## src/rtl/imem_loader_pkg.sv

```systemverilog
// Shared definitions for the UART instruction-memory loader: FSM state codes, frame field widths
// and the default frame start byte.
package imem_loader_pkg;

  typedef logic [2:0] state_t;

  localparam state_t StIdle  = 3'd0;
  localparam state_t StLenLo = 3'd1;
  localparam state_t StLenHi = 3'd2;
  localparam state_t StData  = 3'd3;
  localparam state_t StCsum  = 3'd4;
  localparam state_t StDone  = 3'd5;
  localparam state_t StError = 3'd6;

  localparam logic [7:0] MAGIC_DEFAULT = 8'hA5;

  localparam int unsigned BYTE_W = 8;
  localparam int unsigned LEN_W  = 16;
  localparam int unsigned WORD_W = 32;
  localparam int unsigned ADDR_W = 31;

endpackage

```

## src/rtl/imem_uart_loader_packer.sv

```systemverilog
// Assembles four bytes (least significant first) into a 32-bit word and emits a one-cycle
// word_ready pulse, registered, on the cycle after the fourth byte.
module byte_word_packer
  import imem_loader_pkg::*;
(
  input  logic              clk,
  input  logic              reset,
  input  logic              clear_i,
  input  logic              byte_valid_i,
  input  logic [BYTE_W-1:0] byte_i,
  output logic              word_last_o,
  output logic              word_ready_o,
  output logic [WORD_W-1:0] word_o
);

  logic [1:0]        cnt_q, cnt_d;
  logic [23:0]       shift_q, shift_d;
  logic [WORD_W-1:0] word_q, word_d;
  logic              ready_q, ready_d;

  assign word_last_o = byte_valid_i && (cnt_q == 2'd3);

  always_comb begin
    cnt_d   = cnt_q;
    shift_d = shift_q;
    word_d  = word_q;
    ready_d = word_last_o;
    if (clear_i) begin
      cnt_d = 2'd0;
    end else if (byte_valid_i) begin
      cnt_d = cnt_q + 2'd1;
      case (cnt_q)
        2'd0:    shift_d[7:0]   = byte_i;
        2'd1:    shift_d[15:8]  = byte_i;
        2'd2:    shift_d[23:16] = byte_i;
        default: word_d         = {byte_i, shift_q};
      endcase
    end
  end

  always_ff @(posedge clk or posedge reset) begin
    if (reset) begin
      cnt_q   <= 2'd0;
      shift_q <= '0;
      word_q  <= '0;
      ready_q <= 1'b0;
    end else begin
      cnt_q   <= cnt_d;
      shift_q <= shift_d;
      word_q  <= word_d;
      ready_q <= ready_d;
    end
  end

  assign word_ready_o = ready_q;
  assign word_o       = word_q;

endmodule

```

## src/rtl/imem_uart_loader.sv

```systemverilog
// Receives a framed program image from the UART, writes it word by word into instruction RAM and
// releases the CPU only once the whole image has arrived with a matching checksum.
module imem_uart_loader
  import imem_loader_pkg::*;
#(
  parameter int unsigned MEM_WORDS      = 150,
  parameter int unsigned TIMEOUT_CYCLES = 1000000,
  parameter logic [7:0]  MAGIC          = MAGIC_DEFAULT
) (
  input  logic              clk,
  input  logic              reset,
  input  logic [BYTE_W-1:0] rx_data,
  input  logic              rx_valid,
  output logic              wr_en,
  output logic [ADDR_W-1:0] wr_addr,
  output logic [WORD_W-1:0] wr_data,
  output logic              cpu_hold,
  output logic              load_done,
  output logic              load_err
);

  localparam int unsigned IdxW = $clog2(MEM_WORDS + 1);
  localparam int unsigned TmrW = $clog2(TIMEOUT_CYCLES + 1);

  state_t            state_q, state_d;
  logic [7:0]        len_lo_q, len_lo_d;
  logic [LEN_W-1:0]  len_q, len_d;
  logic [IdxW-1:0]   idx_q, idx_d;
  logic [7:0]        sum_q, sum_d;
  logic [TmrW-1:0]   tmr_q, tmr_d;
  logic [ADDR_W-1:0] wr_addr_q, wr_addr_d;
  logic              pack_valid, pack_clear, word_last, in_frame;

  byte_word_packer u_packer (
    .clk          (clk),
    .reset        (reset),
    .clear_i      (pack_clear),
    .byte_valid_i (pack_valid),
    .byte_i       (rx_data),
    .word_last_o  (word_last),
    .word_ready_o (wr_en),
    .word_o       (wr_data)
  );

  assign in_frame = (state_q == StLenLo) || (state_q == StLenHi) ||
                    (state_q == StData)  || (state_q == StCsum);

  always_comb begin
    state_d    = state_q;
    len_lo_d   = len_lo_q;
    len_d      = len_q;
    idx_d      = idx_q;
    sum_d      = sum_q;
    wr_addr_d  = wr_addr_q;
    pack_valid = 1'b0;
    pack_clear = 1'b0;
    tmr_d      = (!in_frame || rx_valid) ? '0 : tmr_q + TmrW'(1);

    case (state_q)
      StIdle, StError: begin
        if (rx_valid && rx_data == MAGIC) state_d = StLenLo;
      end
      StLenLo: begin
        if (rx_valid) begin
          len_lo_d = rx_data;
          state_d  = StLenHi;
        end
      end
      StLenHi: begin
        if (rx_valid) begin
          len_d      = {rx_data, len_lo_q};
          idx_d      = '0;
          sum_d      = 8'd0;
          pack_clear = 1'b1;
          if (32'(len_d) > MEM_WORDS)  state_d = StError;
          else if (len_d == '0)        state_d = StCsum;
          else                         state_d = StData;
        end
      end
      StData: begin
        if (rx_valid) begin
          pack_valid = 1'b1;
          sum_d      = sum_q + rx_data;
          if (word_last) begin
            idx_d     = idx_q + IdxW'(1);
            wr_addr_d = ADDR_W'({idx_q, 2'b00});
            if (32'(idx_q) + 32'd1 == 32'(len_q)) state_d = StCsum;
          end
        end
      end
      StCsum: begin
        if (rx_valid) state_d = (rx_data == sum_q) ? StDone : StError;
      end
      StDone: ;
      default: state_d = StIdle;
    endcase

    // A stalled sender aborts the frame; the counter only runs between bytes of a frame.
    if (in_frame && !rx_valid && tmr_q == TmrW'(TIMEOUT_CYCLES - 1)) state_d = StError;
  end

  always_ff @(posedge clk or posedge reset) begin
    if (reset) begin
      state_q   <= StIdle;
      len_lo_q  <= 8'd0;
      len_q     <= '0;
      idx_q     <= '0;
      sum_q     <= 8'd0;
      tmr_q     <= '0;
      wr_addr_q <= '0;
    end else begin
      state_q   <= state_d;
      len_lo_q  <= len_lo_d;
      len_q     <= len_d;
      idx_q     <= idx_d;
      sum_q     <= sum_d;
      tmr_q     <= tmr_d;
      wr_addr_q <= wr_addr_d;
    end
  end

  assign wr_addr   = wr_addr_q;
  assign cpu_hold  = (state_q != StDone);
  assign load_done = (state_q == StDone);
  assign load_err  = (state_q == StError);

endmodule

```

## config.mk

```make
export PLATFORM = sky130hd
export DESIGN_NAME = imem_uart_loader
export DESIGN_NICKNAME = d
export VERILOG_FILES = /design/src/rtl/imem_loader_pkg.sv /design/src/rtl/imem_uart_loader_packer.sv /design/src/rtl/imem_uart_loader.sv
export SDC_FILE = /design/constraint.sdc
export NUM_CORES = 1
export LEC_CHECK = 0
export CAP_MARGIN = 20
export CELL_PAD_IN_SITES_DETAIL_PLACEMENT = 1
export CELL_PAD_IN_SITES_GLOBAL_PLACEMENT = 1
export CORE_UTILIZATION = 41
export CTS_CLUSTER_DIAMETER = 30
export DETAILED_ROUTE_END_ITERATION = 8
export HOLD_SLACK_MARGIN = 0.1
export PLACE_DENSITY = 0.74
export REMOVE_ABC_BUFFERS = 1
export SETUP_SLACK_MARGIN = 0.02
export SLEW_MARGIN = 20
export SYNTH_ARGS = -nofsm -noshare
export SYNTH_HDL_FRONTEND = slang
export SYNTH_HIERARCHICAL = 1
export SYNTH_SLANG_ARGS = --single-unit
```

## constraint.sdc

```tcl
create_clock -name clk -period 2.39 [get_ports clk]
set_input_delay 0.5975 -clock clk [delete_from_list [all_inputs] [get_ports clk]]
set_output_delay 0.5975 -clock clk [all_outputs]
set_load 0.05 [all_outputs]
```

=== Yosys cells after proc, flatten, opt, wreduce, memory -nomap -nowiden ===
Cells that the tools add are included.

* Register bits: 130
* Latch bits: 0
* Bits in writable memories: 0
* Bits in read-only memories: 0
* Output and inout port bits: 67
* Memories kept: 0

* Add/subtract/negate cells: 5
* Multiply operators: 0
* Divide/modulo/power cells: 0
* $lt $le $gt $ge: 1
* Equal/unequal tests: 25
* Shift operators: 0
* Multiplexer cells: 24
* Bitwise operators: 2
* Reductions and logical operators: 27

{| class="wikitable"
|+ Operator list
! operator !! number
|-
| 8-bit two-way mux || 4
|-
| 8-bit case mux with 2 select lines || 2
|-
| 3-bit two-way mux || 10
|-
| 20-bit by 1-bit adder with 20-bit output (second input constant) || 1
|-
| 20-bit equality test (second input constant) || 1
|-
| 20-bit two-way mux || 1
|-
| 3-bit case mux with 6 select lines || 1
|-
| 3-bit AND reduction || 6
|-
| 9-bit by 16-bit equality test with 1-bit output || 1
|-
| 16-bit by 8-bit greater-than comparator with 1-bit output (second input constant) || 1
|-
| 16-bit zero test || 1
|-
| 3-bit by 2-bit != test with 1-bit output (second input constant) || 4
|-
| 8-bit by 1-bit adder with 9-bit output (second input constant) || 1
|-
| 3-bit equality test (second input constant) || 3
|-
| 8-bit by 1-bit adder with 8-bit output (second input constant) || 1
|-
| 8-bit adder || 1
|-
| 8-bit equality test || 1
|-
| 8-bit equality test (second input constant) || 1
|-
| 8-bit AND reduction || 1
|-
| 3-bit by 2-bit equality test with 1-bit output (second input constant) || 2
|-
| 2-bit two-way mux || 3
|-
| 3-bit by 1-bit != test with 1-bit output (second input constant) || 2
|-
| 3-bit != test (second input constant) || 2
|-
| 2-bit equality test (second input constant) || 2
|-
| 17 further kinds || 31
|}

=== Logic depth before layout (Yosys ltp) ===
Gate-level depths: netlist (run 1).

* Depth after elaboration: 8
* Depth in mapped cells: 12
* Gate-level depth less buffers: 10

=== Modules after synthesis ===
Netlist (run 1), hierarchy kept.

{| class="wikitable"
|+ Modules (own cells, without submodules)
! module !! instances !! cells an instance !! area an instance (um2) !! sequential area each (um2)
|-
| imem_uart_loader || 1 || 388 || 4,010.1 || 1,776.7
|-
| byte_word_packer || 1 || 135 || 2,408.6 || 1,476.4
|}

=== Worst setup path before layout (run 1) ===
No wires, ideal clock.

* Path type: register to register
* Start: register state_q[1]
* End: register state_q[1]
* Setup time: 121 ps
* Data arrival time: 2,200 ps
* Required time: 2,269 ps
* Slack: 69 ps
* Cell stages (with the launch flop): 12
* Cell sequence: dfrtp_1 > clkbuf_8 > and2b_1 > nand3_1 > inv_1 > buf_4 > and2_1 > inv_1 > a31oi_1 > o31a_2 > or2_2 > o22a_1

* Elaborated cells between the ends (all ways): 26

{| class="wikitable"
|+ RTL lines
! item !! RTL line !! text
|-
| start, declared || imem_uart_loader.sv:25 || <nowiki>state_t state_q, state_d;</nowiki>
|-
| start signal, assigned || imem_uart_loader.sv:104 || <nowiki>state_q <= StIdle;</nowiki>
|-
| start signal, assigned || imem_uart_loader.sv:112 || <nowiki>state_q <= state_d;</nowiki>
|-
| 3-bit by 2-bit equality test with 1-bit output || imem_uart_loader.sv:59 || <nowiki>case (state_q)</nowiki>
|-
| 1-bit two-way mux || imem_uart_loader.sv:59 ||
|-
| via pack_valid || imem_uart_loader.sv:32 || <nowiki>logic pack_valid, pack_clear, word_last, in_frame;</nowiki>
|-
| 1-bit logical AND || imem_uart_loader_packer.sv:21 || <nowiki>assign word_last_o = byte_valid_i && (cnt_q == 2'd3);</nowiki>
|-
| via word_last || imem_uart_loader.sv:32 ||
|-
| 3-bit by 1-bit != test with 1-bit output (no source line) || n/a ||
|-
| 8-bit AND reduction (no source line) || n/a ||
|}

The timed path passes the listed nets, and every way through them passes these cells.
A chain may end at the register's enable or synchronous reset.

=== Worst setup path in the final report (run 1) ===
* Start: input port rx_data[5]
* End: register state_q[0]

* Word-level cells in the longest chain between the ends: 6
* Elaborated cells between the ends (all ways): 14

{| class="wikitable"
|+ RTL lines
! item !! RTL line !! text
|-
| start, declared || imem_uart_loader.sv:12 || <nowiki>input logic [BYTE_W-1:0] rx_data,</nowiki>
|-
| parallel branches: the longest is 6 deep, another holds 16-bit by 8-bit greater-than comparator with 1-bit output || n/a ||
|}

Parallel ways; which one is timed is not known. The select of a mux whose other input is x is not followed.

==> metrics.csv, run 1 <==
metric,value,unit
status,completed,
Routed WL,15.2,mm
"Reg clk slew, reported paths",60,ps
Fin Setup TNS,0,ps
"Setup violations, final",0,
post-synthesis cell type count,63,
antenna violations before repair,0,
violation count after the first detailed-route iteration,227,
"commonest non-fill, non-tap cells in the layout","dfrtp_1 (129), mux2_2 (59), clkdlybuf4s50_1 (51), buf_4 (39), nor2_1 (34)",
first-pass iteration count of the detailed router,4,
FF-to-FF setup slack,180,ps
drt wl/cell,18.0,um
core box area,15300,um2
utilization after layout,0.524,
I/O Buffers,54,
CTS Sinks,130,
critical path class,in2reg,
Worst EP arrival,2650,ps
Post-synth EDFFs,0,
gpl congestion,0.786,
Worst Hold Depth,1,
Clock Tree Buf Depth,2,
Starting Density,0.421,
Yosys top cell by area,dfrtp_1,
Worst Path Required,2730,ps
crit path launch type,input port,
Die Wd,127,um
CTS tree,built,
Fin. Hold Viols,0,
worst hold-check path type,reg2reg,
number of global-route vias before repair,4698,
synth-to-layout area growth,24.6,%
CP Max Fanout,9,
worst r2r src,idx_q[1]$_DFFE_PP0P_,
Max-slew headroom,0.655,
combinational family with the most area after synthesis,multiplexers,
syn avg cell area,12.3,um2
Final min period,2310,ps
post-synthesis sequential area ratio,0.507,
max-cap viol count,0,
crit path capture type,register,
Yosys reg bits,130,
first-pass GRT wire length,25.3,mm
all-layer global routing usage,0.205,
pwr dens,1100,nW/um2
number of fill cells,1576,
Overflow after GRT,0,
hpwl dp,10.2,mm
fmax,434,MHz
Antenna Nets Post-Route,0,
Synth async-reset ratio,1.00,
mux cell area share after synthesis,0.178,
actual slew at the worst max-slew pin,516,ps
cells after synthesis,523,
worst r2r path cells,8,
Netlist Area Pre-Place,6420,um2
Ys Warns,6,
Worst IR Drop VDD,0.571,mV
simple logic cell fraction of the synthesized area,0.120,
post-synthesis compound-gate area fraction,0.0581,
Die Height,127,um
predominant post-synthesis flop cell,dfrtp_1,
diode count,0,
I/O pins,78,
Yosys top cell area share,0.507,
Worst-Skew Late Latency,430,ps
"commonest non-fill, non-tap cell in the layout",dfrtp_1,
drt drc,0,
fraction of layout cells with a size suffix above 1,0.301,
Area contributors post-synth,"dfrtp_1 (51%), mux2_2 (10%), mux2_4 (7.0%)",
via/cell ratio,5.14,
layout net count,644,
Hold Path Sink,tmr_q[0]$_DFF_PP0_,
post-synthesis xor/xnor area fraction,0.0519,
Root Buffer,clkbuf_16,
reg2reg end,state_q[2]$_DFFE_PP0P_,
Leakage,0.00372,uW
largest net degree at the start of global routing,72,
CTS buffer count,17,
Adder-Cell Fraction of Synth Area,0.0285,
die area,16200,um2
CTS H-tree depth,4,
vias,4329,
worst clock skew,13.7,ps
Total Power,8790,uW
unrepaired setup endpoints after global routing,yes,
post-route clock period utilization,0.965,
Rows,45,
hold_sp,tmr_q[0]$_DFF_PP0_,
"Slew Viols, Final",0,
==> flip-flops by register name, summed over array words and instances (netlist names), 8 cells and up <==
name and count:
len_q 16, u_packer/shift_q 24, wr_addr 8, len_lo_q 8, tmr_q 20, sum_q 8, u_packer/word_o 32, idx_q 8
==> per-stage QoR <==
stage / std cells / area (um2) / hold slack [ps] / setup WS (ps)
floorplan: 503 / 6190 / 453 / -279
finish: 843 / 8000 / 490 / 83.8
detailed placement: 810 / 7390 / 486 / -406
global route: 843 / 8000 / 516 / -2.91
CTS: 843 / 7990 / 494 / 72.6
global placement: 810 / 7390 / 467 / -320
==> how the worst max path moves through the flow <==
stage	from	to	slack, ps	depth (start not counted)
finish	rx_data[5]	state_q[0]$_DFFE_PP0P_	80	8
floorplan	state_q[1]$_DFFE_PP0P_	u_packer/word_o[0]$_DFFE_PP0P_	-280	5
CTS	rx_data[1]	sum_q[7]$_DFFE_PP0P_	70	8
global placement	rx_data[6]	state_q[0]$_DFFE_PP0P_	-320	6
detailed placement	rx_data[1]	sum_q[7]$_DFFE_PP0P_	-410	8
global route	rx_data[1]	sum_q[7]$_DFFE_PP0P_	-3	8
==> logic make-up (layout without fill, tap and decap cells) <==
group | Yosys count | after routing
muxes | 92 | 92
and+or+nand+nor | 136 | 136
AOI/OAI and AO/OA | 56 | 56
other | 1 | 23
buffers and inverters | 56 | 143
DFF | 130 | 130
adders and majority gates | 14 | 14
xor gates and xnor gates | 38 | 38
==> metal layers <==
| layer | part of all wire | GRT usage |
|---|---|---|
| met5 | 0 | 0 |
| met4 | 0.019 | 0.0882 |
| met3 | 0.022 | 0.0364 |
| met2 | 0.51 | 0.347 |
| met1 | 0.45 | 0.258 |
==> power breakdown <==
part	switching (uW)	internal, uW	total [uW]	leakage, uW
Sequential	435	2780	3220	0.00173
Combinational	1610	1380	2980	0.00172
Clock	1110	1480	2590	0.000279
==> area by class of cell <==
class / instances / area [um2] / share of cell area
clock buffer: 17 / 425 / 0.0532
clock inverter: 15 / 161 / 0.0202
inverter: 14 / 52.6 / 0.00657
multi-input combinational: 359 / 2900 / 0.362
sequential: 130 / 3250 / 0.407
tap: 211 / 264 / 0.0330
timing repair buffer: 97 / 943 / 0.118
==> critical path, stage by stage <==
cell	delay, ps
clkdlybuf4s50_1	460
buf_4	190
ha_1	270
nor4_1	270
and3_1	230
nor3_1	60
or4b_1	470
o221ai_1	80
==> cells in the mapped netlist, drive strengths merged (3+ instances only) <==
| library cell | n |
|---|---|
| o41ai | 3 |
| nand2b | 3 |
| xnor2 | 18 |
| o31a | 3 |
| nand3 | 14 |
| or4 | 4 |
| or3 | 5 |
| nor2 | 35 |
| nand2 | 28 |
| dfrtp | 130 |
| nor3 | 4 |
| nor4 | 6 |
| buf | 33 |
| o31ai | 5 |
| and3 | 5 |
| nand3b | 5 |
| mux2 | 89 |
| a21oi | 9 |
| o211ai | 3 |
| a21o | 3 |
| mux2i | 3 |
| nand4 | 8 |
| nor4b | 5 |
| ha | 13 |
| inv | 14 |
| xor2 | 20 |
| o21ai | 19 |
| clkbuf | 9 |
==> timing repair <==
action | 4_1_cts | 5_1_grt
resized for setup | 1 | 3
setup buffers | 1 | 0
endpoints found under the setup margin | 3 | 5
hold buffers | 0 | 0
Note: power is estimated with default switching activity, not from simulation.
==> inputs of run 2 (changes only) <==
--- a/config.mk
+++ b/config.mk
@@ -15,7 +15,7 @@
 export PLACE_DENSITY = 0.74
 export REMOVE_ABC_BUFFERS = 1
 export SETUP_SLACK_MARGIN = 0.02
-export SLEW_MARGIN = 20
+export SLEW_MARGIN = 0
 export SYNTH_ARGS = -nofsm -noshare
 export SYNTH_HDL_FRONTEND = slang
 export SYNTH_HIERARCHICAL = 1
==> results of run 2 <==
No change in the layout: final DEF, timing and power equal those of run 1.
